<file path="src/rtl/gate_alu.sv">
// gate_alu: registered WIDTH-bit bitwise logic unit with a one-entry output
// buffer, an optional accumulator operand, and a saturating accept counter.
module gate_alu #(
    parameter int WIDTH = 8,
    parameter int CNT_W = 16
) (
    input  logic             clk,
    input  logic             rst_n,
    input  logic             in_valid,
    output logic             in_ready,
    input  logic [WIDTH-1:0] a,
    input  logic [WIDTH-1:0] b,
    input  logic [2:0]       op,
    input  logic             acc_en,
    input  logic             acc_clr,
    output logic             out_valid,
    input  logic             out_ready,
    output logic [WIDTH-1:0] y,
    output logic             zero,
    output logic             parity,
    output logic [CNT_W-1:0] count
);

    typedef enum logic [2:0] {
        OP_AND    = 3'd0,
        OP_OR     = 3'd1,
        OP_NOR    = 3'd2,
        OP_NAND   = 3'd3,
        OP_XOR    = 3'd4,
        OP_XNOR   = 3'd5,
        OP_NOT_A  = 3'd6,
        OP_PASS_B = 3'd7
    } op_e;

    logic [WIDTH-1:0] acc_q;
    logic [WIDTH-1:0] a_eff;
    logic [WIDTH-1:0] result;
    logic             accept;

    // The output buffer can take a new result when empty or being drained
    // this cycle, which gives full throughput while out_ready stays high.
    assign in_ready = !out_valid || out_ready;
    assign accept   = in_valid && in_ready;

    // Operand select and the fully decoded bitwise operation.
    // NOTE: every always_comb output gets a default first so no path can
    // leave it unassigned and infer a latch.
    always_comb begin
        result = '0;
        a_eff  = acc_en ? acc_q : a;
        case (op_e'(op))
            OP_AND:    result = a_eff & b;
            OP_OR:     result = a_eff | b;
            OP_NOR:    result = ~(a_eff | b);
            OP_NAND:   result = ~(a_eff & b);
            OP_XOR:    result = a_eff ^ b;
            OP_XNOR:   result = ~(a_eff ^ b);
            OP_NOT_A:  result = ~a_eff;
            OP_PASS_B: result = b;
            default:   result = '0;
        endcase
    end

    // Output register: y/zero/parity load only on accept and otherwise hold,
    // so a stalled result stays stable until the consumer takes it.
    // NOTE: sequential state uses non-blocking assignments so every register
    // samples pre-edge values regardless of statement order.
    always_ff @(posedge clk or negedge rst_n) begin
        if (!rst_n) begin
            out_valid <= 1'b0;
            y         <= '0;
            zero      <= 1'b1;
            parity    <= 1'b0;
        end else if (accept) begin
            out_valid <= 1'b1;
            y         <= result;
            zero      <= (result == '0);
            parity    <= ^result;
        end else if (out_ready) begin
            out_valid <= 1'b0;
        end
    end

    // Accumulator: clear wins over a same-cycle accept, but the result of
    // that accept was already computed from the old value above.
    always_ff @(posedge clk or negedge rst_n) begin
        if (!rst_n) begin
            acc_q <= '0;
        end else if (acc_clr) begin
            acc_q <= '0;
        end else if (accept) begin
            acc_q <= result;
        end
    end

    // Accepted-transaction counter, saturating at all-ones.
    always_ff @(posedge clk or negedge rst_n) begin
        if (!rst_n) begin
            count <= '0;
        end else if (accept && (count != '1)) begin
            count <= count + 1'b1;
        end
    end

endmodule

</file>
<file path="config.mk">
export PLATFORM = sky130hd
export DESIGN_NAME = gate_alu
export DESIGN_NICKNAME = d
export VERILOG_FILES = /design/src/rtl/gate_alu.sv
export SDC_FILE = /design/constraint.sdc
export NUM_CORES = 1
export LEC_CHECK = 0
export CORE_MARGIN = 8
export CORE_UTILIZATION = 56
export CTS_CLUSTER_DIAMETER = 80
export DETAILED_ROUTE_END_ITERATION = 12
export PLACE_DENSITY = 0.91
export SYNTH_ARGS = -nofsm -noshare
export SYNTH_HDL_FRONTEND = slang
export SYNTH_SLANG_ARGS = --single-unit
</file>
<file path="constraint.sdc">
create_clock -name clk -period 4.4 [get_ports clk]
set_clock_uncertainty 0.2 [all_clocks]
set_input_delay 0.66 -clock clk [delete_from_list [all_inputs] [get_ports clk]]
set_output_delay 0.66 -clock clk [all_outputs]
set_load 0.1 [all_outputs]
</file>
==> run metrics <==
max-cap violation count 0; commonest non-fill, non-tap cells in the layout 51 x clkdlybuf4s50_1, 34 x dfrtp_1, 24 x nand2_1, 21 x ha_1, 19 x inv_1; core area 4661 sq um; largest net degree at the start of global routing 36; Slew Limit Fails 0; syn_area_per_cell 9.316 sq um; Synth Flop Type dfrtp_1; initial DRC count 145; WL/cell 17.78 um; die width 85.10 um; num ports 53; grt ovf 0; Reg clk slew, reported paths roughly 80 ps; total iterations of the first detailed-routing run 4; Pleak 1.449 nW; Adder-Cell Fraction of Synth Area 9.827%; clk_lat worst skew 300 ps; Fmax between 200 and 300 MHz; CTS tree yes; r2r worst-path depth 11; EDFF count, synth 0; max-slew headroom at the worst pin 33.20%; Synth warnings 0; nets 381; Hold Path Class reg2reg; Cells after Synth between 200 and 300; first-pass GRT wire length 11440 um; Clock Tree Root clkbuf_8; register area share after synthesis 32.80%; crit path cell chain clkdlybuf4s50_1, mux2_2, inv_1, ha_1, xnor2_1, o221ai_1, a21oi_1, or2_2, ha_1, xnor2_1, xnor2_1, o21ai_0; clk buf depth 2; crit end category register; Crit-path slowest cell clkdlybuf4s50_1; Peak VDD IR 320.8 uV; ys async rst share 100.0%; Area Overhead vs Synth 22.70%; initial antenna violation count 0; Core Rows 25; CTS Buf Count 5; sw frac 50.80%; status completed; H-tree depth 2; Post-Synth Simple-Gate Area 22.88%; measured slew at the worst slew-check pin between 900 and 1000 ps; CP delay by family, top buffers and inverters; combinational power share ~53%; Reg power frac around 30%; minimum clock period 3696 ps; post-synth design cell area 2674 sq um; CTS resizes 0; layout cells sized above 1 11.90%; post-route ant nets 0; Worst path depth 12; combinational family with the most area after synthesis simple AND/OR/NAND/NOR gates; GP Congestion 0.9285; HPWL Detailed 5209 um; final worst path period share 84.01%; RSZ-0062 raised after global routing false; total number of vias 2408; commonest non-fill, non-tap cell in the layout clkdlybuf4s50_1; Netlist cell types 54; CTS Sinks 35; Tot GR Track Use about a fifth; PD cells around 440 nW/um^2; clock power share between 10% and 20%; ant diodes 0; mux contribution to synthesized area about 7.1%; compound-gate portion of the synthesized area 14.65%; Synth Area in XOR/XNOR 5.896%; total wire length slightly below 7000 um; Post-Layout Cell Count 390; CP most frequent cell xnor2_1; Die ar. 7242 sq um; Int Power roughly 0.0007 W; PortBufs 52; post-placement cell count roughly 380; worst path bufs/invs 2; slowest stage delay, CP 730 ps; Hold Fails Final Rpt 0; final setup violating endpoints 0; Synth Register Bits 35; DRC 0; Sw Pwr 0.0007293 W; Arrival @ worst endpoint 3670 ps; crit path kind in2reg; setup bufs post-CTS 0; element type at the critical path start input port; worst-path maximum fanout 8; Req. time, crit path about 4400 ps; Post-CTS Hold Fix Bufs 0; syn_nets 333; TNS Setup 0 ps; die height 85.10 um; vias in the first global route approximately 2500; Via density 6.174; hold depth 1; initial core utilization 57.37%
==> state kept, by name (all words and copies together) (netlist names) <==
| signal | cells |
|---|---|
| count | 16 |
| acc_q | 8 |
| y | 8 |
| out_valid | 1 |
| parity | 1 |
| zero | 1 |
==> synth_stat cells, types with 2 or more instances <==
cell type / n / share of area (%)
xnor2_1: 5 / 1.6
o22ai_1: 4 / 0.94
nor3b_1: 8 / 2.2
ha_1: 21 / 9.8
buf_4: 3 / 0.84
o211ai_1: 2 / 0.56
o31ai_1: 2 / 0.56
a21oi_1: 5 / 0.94
o21a_1: 4 / 1.1
and2_1: 3 / 0.70
clkbuf_1: 3 / 0.42
a22o_1: 3 / 0.98
mux2i_1: 5 / 1.9
mux2_2: 11 / 4.6
nor3_1: 9 / 1.7
buf_2: 6 / 1.1
dfrtp_1: 34 / 32
nand3b_1: 2 / 0.56
nor2b_1: 4 / 0.94
o21ai_1: 4 / 0.75
nand3_1: 8 / 1.5
buf_6: 4 / 1.7
nand2b_1: 7 / 1.6
a211oi_1: 3 / 0.84
o32ai_1: 7 / 2.3
nand4_1: 4 / 0.94
inv_1: 19 / 2.7
xor2_1: 13 / 4.3
nor2_1: 12 / 1.7
nand2_1: 24 / 3.4
nand3_2: 2 / 0.75
and3_1: 3 / 0.70
o21ai_0: 8 / 1.5
nor4_1: 15 / 3.5
==> final cells by class <==
class | count | area, sq um
Fill cell | 346 | 1380
Tap cell | 54 | 67.56
Timing Repair Buffer | 57 | 555.5
Multi-Input combinational cell | 216 | 1613
Sequential cell | 35 | 877.1
Inverter | 20 | 75.07
Clock inverter | 3 | 23.77
Clock buffer | 5 | 68.82
==> power groups by stage <==
stage	clock, W	combinational, W	sequential [W]
after global routing	0.000264	0.000800	0.000435
after floorplan	0	0.000224	0.000776
after CTS	0.000252	0.000764	0.000427
after global placement	0	0.000744	0.000431
final	0.000247	0.000762	0.000427
after detailed placement	0	0.000761	0.000432
==> logic make-up after synthesis <==
kind of cell | Yosys count
and+or+nand+nor | 108
AOI/OAI and AO/OA | 52
buffers and inverters | 36
DFF | 35
adders and majority gates | 21
xor gates and xnor gates | 18
muxes | 17
==> worst paths after layout <==
kind                                 end  startpoint  slack, ps
worst max-delay path              parity      acc_en        700
worst min-delay path            count[4]    count[4]        280
worst max register to register    parity    acc_q[6]       1540
worst min register to register  count[4]    count[4]        280
max in group asynchronous           zero       rst_n       3080
min in group asynchronous           y[1]       rst_n        590
==> routing by layer <==
layer | part of all wire (%) | vias up | routed length (um) | track usage [%]
met5 | 0 | - | 0 | 0
met4 | 2.2 | 0 | 151 | 7.443
met3 | 6.3 | 16 | 439 | 5.598
met2 | 50 | 105 | 3496 | 34.52
met1 | 41 | 1147 | 2846 | 21.13
li1 | - | 1140 | - | -
==> per-stage QoR <==
stage / total power (W) / setup WS (ps) / hold WS [ps] / area [sq um] / utilization, %
after detailed placement: 0.001193 / 401.9 / 275.4 / 3188 / 68.40
after floorplan: 0.0009998 / 1278 / 164.4 / 2674 / -
final: 0.001436 / 703.7 / 284.9 / 3281 / 70.39
after global routing: 0.001499 / 554.4 / 324.3 / 3281 / 70.39
after global placement: 0.001175 / 492.7 / 273.5 / 3188 / 68.40
after CTS: 0.001443 / 701.4 / 287.4 / 3281 / 70.39
==> worst reg2reg max path, stage by stage, from the launching register on <==
cell and delay (ps):
dfrtp_1 390, mux2_2 300, inv_1 70, ha_1 230, xnor2_1 130, o221ai_1 260
a21oi_1 130, or2_2 330, ha_1 310, xnor2_1 180, xnor2_1 130, o21ai_0 90
(Power assumes the default switching activity.)
